===== config.mk =====
export PLATFORM = sky130hd
export DESIGN_NAME = uart_mmio_responder_flat
export DESIGN_NICKNAME = d
export VERILOG_FILES = /design/src/rtl/uart_mmio_responder_if.sv /design/src/rtl/uart_mmio_responder.sv /design/src/flat_wrapper.sv
export SDC_FILE = /design/constraint.sdc
export NUM_CORES = 1
export LEC_CHECK = 0
export ABC_CLOCK_PERIOD_IN_PS = 2800
export CORE_ASPECT_RATIO = 0.8
export CORE_UTILIZATION = 48
export DETAILED_ROUTE_END_ITERATION = 10
export PLACE_DENSITY = 0.92
export SETUP_SLACK_MARGIN = 0.3
export SLEW_MARGIN = 20
export SYNTH_ARGS = -nofsm -noshare
export SYNTH_HDL_FRONTEND = slang
export SYNTH_SLANG_ARGS = --single-unit

===== constraint.sdc =====
create_clock -name clk -period 2.8 [get_ports clk]
set_input_delay 0.42 -clock clk [delete_from_list [all_inputs] [get_ports clk]]
set_output_delay 0.42 -clock clk [all_outputs]
set_load 0.02 [all_outputs]

===== src/rtl/uart_mmio_responder_if.sv =====
// Core load/store port of the memory-mapped UART responder.
// The core drives the access; the responder answers with read data and an address hit.
interface uart_mmio_responder_if;
  logic [31:0] address;
  logic [31:0] write_data;
  logic [3:0]  write_mask;
  logic        write_enable;
  logic        read_enable;
  logic [31:0] read_data;
  logic        hit;

  modport master (
    output address, write_data, write_mask, write_enable, read_enable,
    input  read_data, hit
  );

  modport slave (
    input  address, write_data, write_mask, write_enable, read_enable,
    output read_data, hit
  );
endinterface


===== src/rtl/uart_mmio_responder.sv =====
// Bus-side UART responder: decodes DATA/STATUS/BAUD, buffers TX and RX bytes in FIFOs
// and hands TX bytes to the serial engine through a start/busy handshake.
module uart_mmio_responder #(
  parameter logic [31:0] BASE_ADDR = 32'h1001_0000,
  parameter int unsigned TX_DEPTH  = 4,
  parameter int unsigned RX_DEPTH  = 4,
  parameter logic [15:0] BAUD_RST  = 16'h0003
) (
  input  logic                  clk,
  input  logic                  rst,
  uart_mmio_responder_if.slave  bus,
  output logic [7:0]            tx_data,
  output logic                  tx_start,
  input  logic                  tx_busy,
  input  logic [7:0]            rx_data,
  input  logic                  rx_valid,
  output logic [15:0]           baud_max
);

  localparam int unsigned TxAw = $clog2(TX_DEPTH);
  localparam int unsigned RxAw = $clog2(RX_DEPTH);
  localparam logic [TxAw:0] TxOne = 1;
  localparam logic [RxAw:0] RxOne = 1;

  localparam logic [31:0] DataAddr   = BASE_ADDR;
  localparam logic [31:0] StatusAddr = BASE_ADDR + 32'h0000_0005;
  localparam logic [31:0] BaudAddr   = BASE_ADDR + 32'h0000_0100;

  typedef enum logic [1:0] {StIdle, StLoad, StWaitBusy, StWaitDone} tx_state_e;

  tx_state_e state_q;

  logic [7:0]  tx_mem_q [TX_DEPTH];
  logic [7:0]  rx_mem_q [RX_DEPTH];
  logic [TxAw:0] tx_wptr_q, tx_rptr_q;
  logic [RxAw:0] rx_wptr_q, rx_rptr_q;
  logic        rx_ovr_q;

  logic sel_data, sel_status, sel_baud;
  logic tx_empty, tx_full, rx_empty, rx_full;
  logic tx_push, tx_pop, rx_push, rx_pop;
  logic ovr_set, ovr_clr, tx_active;
  logic [7:0] status;
  logic unused_bits;

  assign sel_data   = (bus.address == DataAddr);
  assign sel_status = (bus.address == StatusAddr);
  assign sel_baud   = (bus.address == BaudAddr);
  assign bus.hit    = sel_data | sel_status | sel_baud;

  // Wrap bit distinguishes full from empty when the index bits match.
  assign tx_empty = (tx_wptr_q == tx_rptr_q);
  assign tx_full  = (tx_wptr_q[TxAw] != tx_rptr_q[TxAw]) &&
                    (tx_wptr_q[TxAw-1:0] == tx_rptr_q[TxAw-1:0]);
  assign rx_empty = (rx_wptr_q == rx_rptr_q);
  assign rx_full  = (rx_wptr_q[RxAw] != rx_rptr_q[RxAw]) &&
                    (rx_wptr_q[RxAw-1:0] == rx_rptr_q[RxAw-1:0]);

  // A push into a full TX FIFO is still taken when the FSM pops on the same edge.
  assign tx_pop  = (state_q == StLoad) & ~tx_empty;
  assign tx_push = bus.write_enable & sel_data & bus.write_mask[0] & (~tx_full | tx_pop);
  assign rx_pop  = bus.read_enable & sel_data & ~rx_empty;
  assign rx_push = rx_valid & (~rx_full | rx_pop);
  assign ovr_set = rx_valid & rx_full & ~rx_pop;
  assign ovr_clr = bus.read_enable & sel_status;

  assign tx_active = ~tx_empty | (state_q != StIdle) | tx_busy;
  assign status    = {1'b0, tx_active, tx_full, 3'b000, rx_ovr_q, ~rx_empty};

  always_comb begin
    bus.read_data = 32'h0;
    if (sel_data && !rx_empty) begin
      bus.read_data = {24'h0, rx_mem_q[rx_rptr_q[RxAw-1:0]]};
    end else if (sel_status) begin
      bus.read_data = {24'h0, status};
    end else if (sel_baud) begin
      bus.read_data = {16'h0, baud_max};
    end
  end

  always_ff @(posedge clk) begin
    if (rst) begin
      tx_wptr_q <= '0;
      tx_rptr_q <= '0;
      rx_wptr_q <= '0;
      rx_rptr_q <= '0;
    end else begin
      if (tx_push) tx_wptr_q <= tx_wptr_q + TxOne;
      if (tx_pop)  tx_rptr_q <= tx_rptr_q + TxOne;
      if (rx_push) rx_wptr_q <= rx_wptr_q + RxOne;
      if (rx_pop)  rx_rptr_q <= rx_rptr_q + RxOne;
    end
  end

  always_ff @(posedge clk) begin
    if (tx_push) tx_mem_q[tx_wptr_q[TxAw-1:0]] <= bus.write_data[7:0];
    if (rx_push) rx_mem_q[rx_wptr_q[RxAw-1:0]] <= rx_data;
  end

  // Overrun set wins over a same-cycle STATUS read clear.
  always_ff @(posedge clk) begin
    if (rst) begin
      rx_ovr_q <= 1'b0;
    end else if (ovr_set) begin
      rx_ovr_q <= 1'b1;
    end else if (ovr_clr) begin
      rx_ovr_q <= 1'b0;
    end
  end

  always_ff @(posedge clk) begin
    if (rst) begin
      baud_max <= BAUD_RST;
    end else if (bus.write_enable && sel_baud) begin
      if (bus.write_mask[0]) baud_max[7:0]  <= bus.write_data[7:0];
      if (bus.write_mask[1]) baud_max[15:8] <= bus.write_data[15:8];
    end
  end

  always_ff @(posedge clk) begin
    if (rst) begin
      state_q  <= StIdle;
      tx_data  <= 8'h00;
      tx_start <= 1'b0;
    end else begin
      tx_start <= 1'b0;
      case (state_q)
        StIdle: begin
          if (!tx_empty && !tx_busy) state_q <= StLoad;
        end
        StLoad: begin
          tx_data  <= tx_mem_q[tx_rptr_q[TxAw-1:0]];
          tx_start <= 1'b1;
          state_q  <= StWaitBusy;
        end
        StWaitBusy: begin
          if (tx_busy) state_q <= StWaitDone;
        end
        StWaitDone: begin
          if (!tx_busy) state_q <= StIdle;
        end
        default: state_q <= StIdle;
      endcase
    end
  end

  assign unused_bits = ^{bus.write_data[31:16], bus.write_mask[3:2]};

endmodule


===== src/flat_wrapper.sv =====
// flat-port wrapper written by rule: the top's interface ports become plain ports
module uart_mmio_responder_flat 
#(
  parameter logic [31:0] BASE_ADDR = 32'h1001_0000,
  parameter int unsigned TX_DEPTH  = 4,
  parameter int unsigned RX_DEPTH  = 4,
  parameter logic [15:0] BAUD_RST  = 16'h0003
)
  (clk, rst, tx_data, tx_start, tx_busy, rx_data, rx_valid, baud_max, bus_address, bus_write_data, bus_write_mask, bus_write_enable, bus_read_enable, bus_read_data, bus_hit);
  uart_mmio_responder_if bus_i ();
  input  logic clk;
  input  logic rst;
  output logic [7:0] tx_data;
  output logic tx_start;
  input  logic tx_busy;
  input  logic [7:0] rx_data;
  input  logic rx_valid;
  output logic [15:0] baud_max;
  input wire logic [$bits(bus_i.address)-1:0] bus_address;
  input wire logic [$bits(bus_i.write_data)-1:0] bus_write_data;
  input wire logic [$bits(bus_i.write_mask)-1:0] bus_write_mask;
  input wire logic [$bits(bus_i.write_enable)-1:0] bus_write_enable;
  input wire logic [$bits(bus_i.read_enable)-1:0] bus_read_enable;
  output wire logic [$bits(bus_i.read_data)-1:0] bus_read_data;
  output wire logic [$bits(bus_i.hit)-1:0] bus_hit;
  assign bus_i.address = bus_address;
  assign bus_i.write_data = bus_write_data;
  assign bus_i.write_mask = bus_write_mask;
  assign bus_i.write_enable = bus_write_enable;
  assign bus_i.read_enable = bus_read_enable;
  assign bus_read_data = bus_i.read_data;
  assign bus_hit = bus_i.hit;
  uart_mmio_responder #(.BASE_ADDR(BASE_ADDR), .TX_DEPTH(TX_DEPTH), .RX_DEPTH(RX_DEPTH), .BAUD_RST(BAUD_RST)) u_core (.clk(clk), .rst(rst), .bus(bus_i), .tx_data(tx_data), .tx_start(tx_start), .tx_busy(tx_busy), .rx_data(rx_data), .rx_valid(rx_valid), .baud_max(baud_max));
endmodule

==> impl_metrics.toml, run 1 <==
[clock_network]
clk_latency_ps = 350
cts_num_sinks = 106
cts.clk_slew.worst_paths_ps = 70
htree_levels = 3
cts_made_buffers = 9
cts_hold_buf = 0
cts_tree = "done"
clock_path_buffers = 2
root_buffer = "clkbuf_16"

[layout]
fillers = 645
drive_gt1_frac = 0.268
layout.nets = 603
finalInstanceArea_um2 = 6630
syn_to_final_growth_pct = 38.5
antennaDiodeCount = 0
multiInputGateArea_um2 = 1960
regArea_um2 = 2760

[sta]
fin_skew_ps = 2.72
whs_ps = 493
period_share = 0.898
final.min_clock_period_ps = 2510
maxSlewViolCount = 0
rsz0062_at_grt = "no"
hold_viol_final = 0
timing.fmax_mhz = 398
setup_tns_ps = 0
setup_viol_count_final = 0

[drt]
wl_per_cell_um = 18.1
topRoutingLayerUsed = "met4"
ant_nets = 0
route.vias.total = 3417
drtPass1Iterations = 4
drc_errors = 0
route.met2.wl_um = 6260
met1_length_um = 4460
drt_iter0_drc = 194
wl_met3_um = 669
via_per_inst = 5.28
wirelength_um = 11700

[placed_design]
place_area_um2 = 6180
globalplace.congestion = 0.764
port_buffers = 105
dp_hpwl_um = 7890

[critical_path]
path_buf_inv = 3
worstReg2RegStart = "u_core.tx_wptr_q[0]"
slowest_delay_ps = 420
critPathTopFamily = "buffers and inverters"
critPathLaunchType = "input pin"
slowest_stage = "clkdlybuf4s50_1"
regToRegEndpoint = "u_core.tx_mem_q[0][4]"
crit_path_frequent_cell = "nor2_2"
crit_fanout = 6
cp-end-kind = "output pin"
path_cells = "clkdlybuf4s50_1 -> nor2_2 -> and4_4 -> nand4b_1 -> buf_6 -> nor2_2 -> a31oi_2 -> buf_4"
path_class = "in2out"
reg2reg_slack_ps = 670
reg2regPathDepth = 4
arrival_ps = 2090
required_ps = 2380

[pwr]
combPwrFrac = 0.144
ir_drop_mv = 0.606
cellPowerDensity_nw_per_um2 = 553
leakage_nw = 2.54
internal_power_mw = 2.81
p_clk_frac = 0.379
power_switching_mw = 0.861
sequentialPowerShare = 0.476
swShare = 0.235

[flow_run]
max_cap_violations = 0

[worst_hold_path]
hp-start = "u_core.tx_data[1]"
hold_class = "reg2reg"
hold_depth = 2
holdPathEnd = "u_core.tx_data[1]"

[die]
chipHeight_um = 91.3
io_pins = 140
coreArea_um2 = 9650
die_w_um = 114
num_rows = 32
initial_utilization = 0.496
die-area_um2 = 10400

[logic_synthesis]
synth-main-ff-cell = "edfxtp_1"
syn_area_per_cell_um2 = 13.6
synthCells = 353
seq_area_frac_synth = 0.577
synth_top_area_frac = 0.401
synth_edf_count = 64
yosysMostFrequentCell = "edfxtp_1"
yosys-top-cells-area = "edfxtp_1 40%, dfxtp_1 18%, mux4_2 7.5%, mux2i_1 5.6%, ha_1 3.9%"
yosysWarningCount = 0
async_reset_ff_frac = 0
yosysUniqueCellTypes = 44
ys_ff_latch = 106
synth_common_cells = "64 x edfxtp_1, 44 x nor2_1, 42 x dfxtp_1"
synth_area_um2 = 4790
yosys.area.top_type = "edfxtp_1"

[grt]
grt_overflow_total = 0
grt_pass1_vias = 3499
grt_use_total = 0.225
grt_start_max_net_pins = 29
antenna_found_initial = 0
grt_pass1_wl_um = 17400

[status]
status = "complete, no violations"
cell usage in the layout, fill, tap and decap left out, types with 6 or more instances in the layout:
master,instances
clkbuf_16,10
buf_4,51
conb_1,16
dfxtp_1,42
nor2_1,42
nor4_4,6
buf_2,9
dlygate4sd2_1,9
clkdlybuf4s50_1,60
xnor2_1,7
nand2_1,11
inv_1,14
clkdlybuf4s15_1,9
nor3_1,6
clkbuf_2,9
ha_1,15
edfxtp_1,64
mux2i_1,27
and2_1,15
mux4_2,16
registers in the layout (all words and copies together) (netlist names), named ones only:
name	flops
u_core.rx_mem_q	32
u_core.tx_mem_q	32
u_core.baud_max	16
u_core.tx_data	8
u_core.rx_rptr_q	3
u_core.rx_wptr_q	3
u_core.tx_rptr_q	3
u_core.tx_wptr_q	3
u_core.state_q	2
u_core.rx_ovr_q	1
u_core.tx_start	1
per-stage QoR:
step / total power [mW] / utilization / cells / worst slack, ps
2_1_floorplan: 2.06 / - / 368 / 333
3_5_place_dp: 2.30 / 0.641 / 617 / -473
4_1_cts: 3.68 / 0.678 / 639 / 301
5_1_grt: 3.79 / 0.687 / 647 / 227
6_report: 3.67 / 0.687 / 647 / 287
3_3_place_gp: 2.27 / 0.641 / 617 / -373
layout make-up:
class                           count  share of cell area
Inverter                           15             0.00887
Timing Repair Buffer              155               0.202
Sequential cell                   106               0.417
Tap cell                          136              0.0257
Clock inverter                      6              0.0130
Multi-Input combinational cell    219               0.296
Clock buffer                       10              0.0377
how the worst max path moves through the flow:
stage / startpoint / to / slack (ps) / cells past startpoint
floorplan: bus_address[1] / bus_read_data[5] / 330 / 5
CTS: bus_address[12] / bus_read_data[6] / 300 / 7
detailed placement: bus_address[7] / bus_read_data[5] / -470 / 8
global route: bus_address[10] / bus_read_data[3] / 230 / 7
global placement: bus_address[29] / bus_read_data[1] / -370 / 6
finish: bus_address[10] / bus_read_data[6] / 290 / 8
worst min-delay path, stage by stage, from the launching register on:
cell and delay [ps]:
dfxtp_1 330, mux2i_1 60, nor2_1 70
timing repair:
action | CTS | global route
gates resized for setup | 131 | 37
pin swaps | 14 | 16
setup buffers | 6 | 8
setup endpoints to repair | 17 | 11
metal layers:
layer / track usage / vias up
met3: 0.0708 / 32
met4: 0.0822 / 0
met2: 0.401 / 144
li1: - / 1562
met1: 0.252 / 1679
met5: 0 / -
power by group through the flow:
stage | combinational [mW] | sequential [mW] | clock [mW]
4_1_cts | 0.524 | 1.75 | 1.41
3_5_place_dp | 0.519 | 1.78 | 0
6_report | 0.530 | 1.75 | 1.39
3_3_place_gp | 0.496 | 1.78 | 0
5_1_grt | 0.571 | 1.75 | 1.47
2_1_floorplan | 0.245 | 1.81 | 0
logic make-up (layout without fill, tap and decap cells):
logic type	count (synthesis)	in the layout	synth area share
buf+inv	43	186	0.0470
flops	106	106	0.577
simple gates	107	107	0.143
other cells	1	16	0.000783
xor+xnor	12	12	0.0220
fa+ha+maj	15	15	0.0392
compound gates	26	26	0.0389
mux	43	43	0.132
No activity file was read; power rests on OpenSTA's default activity.
==> run 2: changes to the inputs <==
- CTS_BUF_LIST: default -> sky130_fd_sc_hd__clkbuf_4 sky130_fd_sc_hd__clkbuf_8 sky130_fd_sc_hd__clkbuf_16
- GPL_TIMING_DRIVEN: default -> 0
==> impl_metrics.toml, run 2 (same netlist as run 1, synthesis figures left out) <==
[status]
status = "complete, no violations"

[pwr]
leakage_nw = 2.55
power_mw = 3.58
ir_drop_mv = 0.578
cellPowerDensity_nw_per_um2 = 545

[die]
chipHeight_um = 91.3
coreArea_um2 = 9650
initial_utilization = 0.496
die-area_um2 = 10400
die_w_um = 114
num_rows = 32
io_pins = 140

[critical_path]
critPathTopFamily = "simple AND/OR/NAND/NOR gates"
crit_fanout = 3
path_buf_inv = 3
critPathLaunchType = "input pin"
reg2reg_slack_ps = 480
arrival_ps = 2050
path_class = "in2out"
cp-end-kind = "output pin"
path_cells = "clkdlybuf4s15_1 -> nor4_4 -> and4_4 -> nand4b_1 -> buf_4 -> o21ai_2 -> buf_4"
crit_path_frequent_cell = "buf_4"
required_ps = 2380
slowest_stage = "nor4_4"
slowest_delay_ps = 340

[layout]
final-instance-count-excl-fill = 639
layout.nets = 595
finalInstanceArea_um2 = 6580
mostFrequentLayoutCells = "64 x edfxtp_1, 55 x clkdlybuf4s50_1, 41 x dfxtp_1"
drive_gt1_frac = 0.270
syn_to_final_growth_pct = 37.4
final_util = 0.682
layout_commonest_cell = "edfxtp_1"
antennaDiodeCount = 0

[drt]
wl_met3_um = 735
ant_nets = 0
drtPass1Iterations = 5
route.vias.total = 3419
via_per_inst = 5.35
wl_per_cell_um = 18.5
topRoutingLayerUsed = "met4"
drt_iter0_drc = 279
route.met2.wl_um = 6190
drc_errors = 0
met1_length_um = 4510
wirelength_um = 11800

[grt]
grt_pass1_vias = 3578
grt_overflow_total = 0
grt_pass1_wl_um = 18300
grt_use_total = 0.234
grt_start_max_net_pins = 18
antenna_found_initial = 0

[clock_network]
cts_tree = "done"
cts_hold_buf = 0
cts.clk_slew.worst_paths_ps = 70
root_buffer = "clkbuf_16"
clock_path_buffers = 2
htree_levels = 3
cts_made_buffers = 9
cts_num_sinks = 106
clk_latency_ps = 350

[placed_design]
port_buffers = 104
place_area_um2 = 6050
placedCellCount = 608
post-place-ws_ps = -1290
dp_hpwl_um = 7610
globalplace.congestion = 0.761

[sta]
rsz0062_at_grt = "yes"
fin_skew_ps = 6.72
maxSlewViolCount = 0
setup_viol_count_final = 0
final.min_clock_period_ps = 2470
hold_viol_final = 0
worstMarginPinSlew_ps = 724
layout_setup_ws_ps = 327
relSlewSlack = 0.514
period_share = 0.883
timing.fmax_mhz = 404

[flow_run]
max_cap_violations = 0

[worst_hold_path]
hold_class = "reg2reg"
==> run 2: worst min-delay path, stage by stage, from the launching register on <==
cell and delay [ps]:
dfxtp_1 330, mux2i_1 70, nor2_1 70
==> run 2: worst paths after layout <==
kind	startpoint	to	cells past startpoint
worst min register to register	u_core.tx_data[1]	u_core.tx_data[1]	2
worst min-delay path	u_core.tx_data[1]	u_core.tx_data[1]	2
worst max-delay path	bus_address[14]	bus_read_data[1]	7
worst max register to register	u_core.tx_rptr_q[0]	u_core.tx_mem_q[0][4]	5
==> run 2: through the flow <==
stage | hold WS (ps) | TNS [ps]
finish | 506 | 0
global route | 540 | 0
CTS | 515 | 0
detailed placement | 495 | -22800
global placement | 479 | -17940
floorplan | 475 | 0
==> run 2: power breakdown <==
| part | switching (mW) | internal (mW) |
|---|---|---|
| combinational | 0.277 | 0.239 |
| sequential | 0.0363 | 1.72 |
| clock | 0.567 | 0.746 |
==> run 2: per-layer routing <==
| layer | GRT usage | up-vias |
|---|---|---|
| met5 | 0 | - |
| met4 | 0.113 | 0 |
| met3 | 0.0594 | 44 |
| met2 | 0.412 | 172 |
| met1 | 0.266 | 1659 |
| li1 | - | 1544 |
==> run 2: layout make-up <==
class                           count  area (µm²)
Buffer                             28         191
Clock buffer                       11         253
Clock inverter                      5        60.1
Fill cell                         632        3070
Inverter                           15        56.3
Multi-Input combinational cell    219        2000
Sequential cell                   106        2760
Tap cell                          136         170
Timing Repair Buffer              119        1080
==> run 2: repair_timing <==
action | in CTS | in global routing
buffers inserted | 11 | 3
setup endpoints to repair | 50 | 31
gates cloned | 1 | 0
pin swaps | 14 | 13
resized for setup | 141 | 52
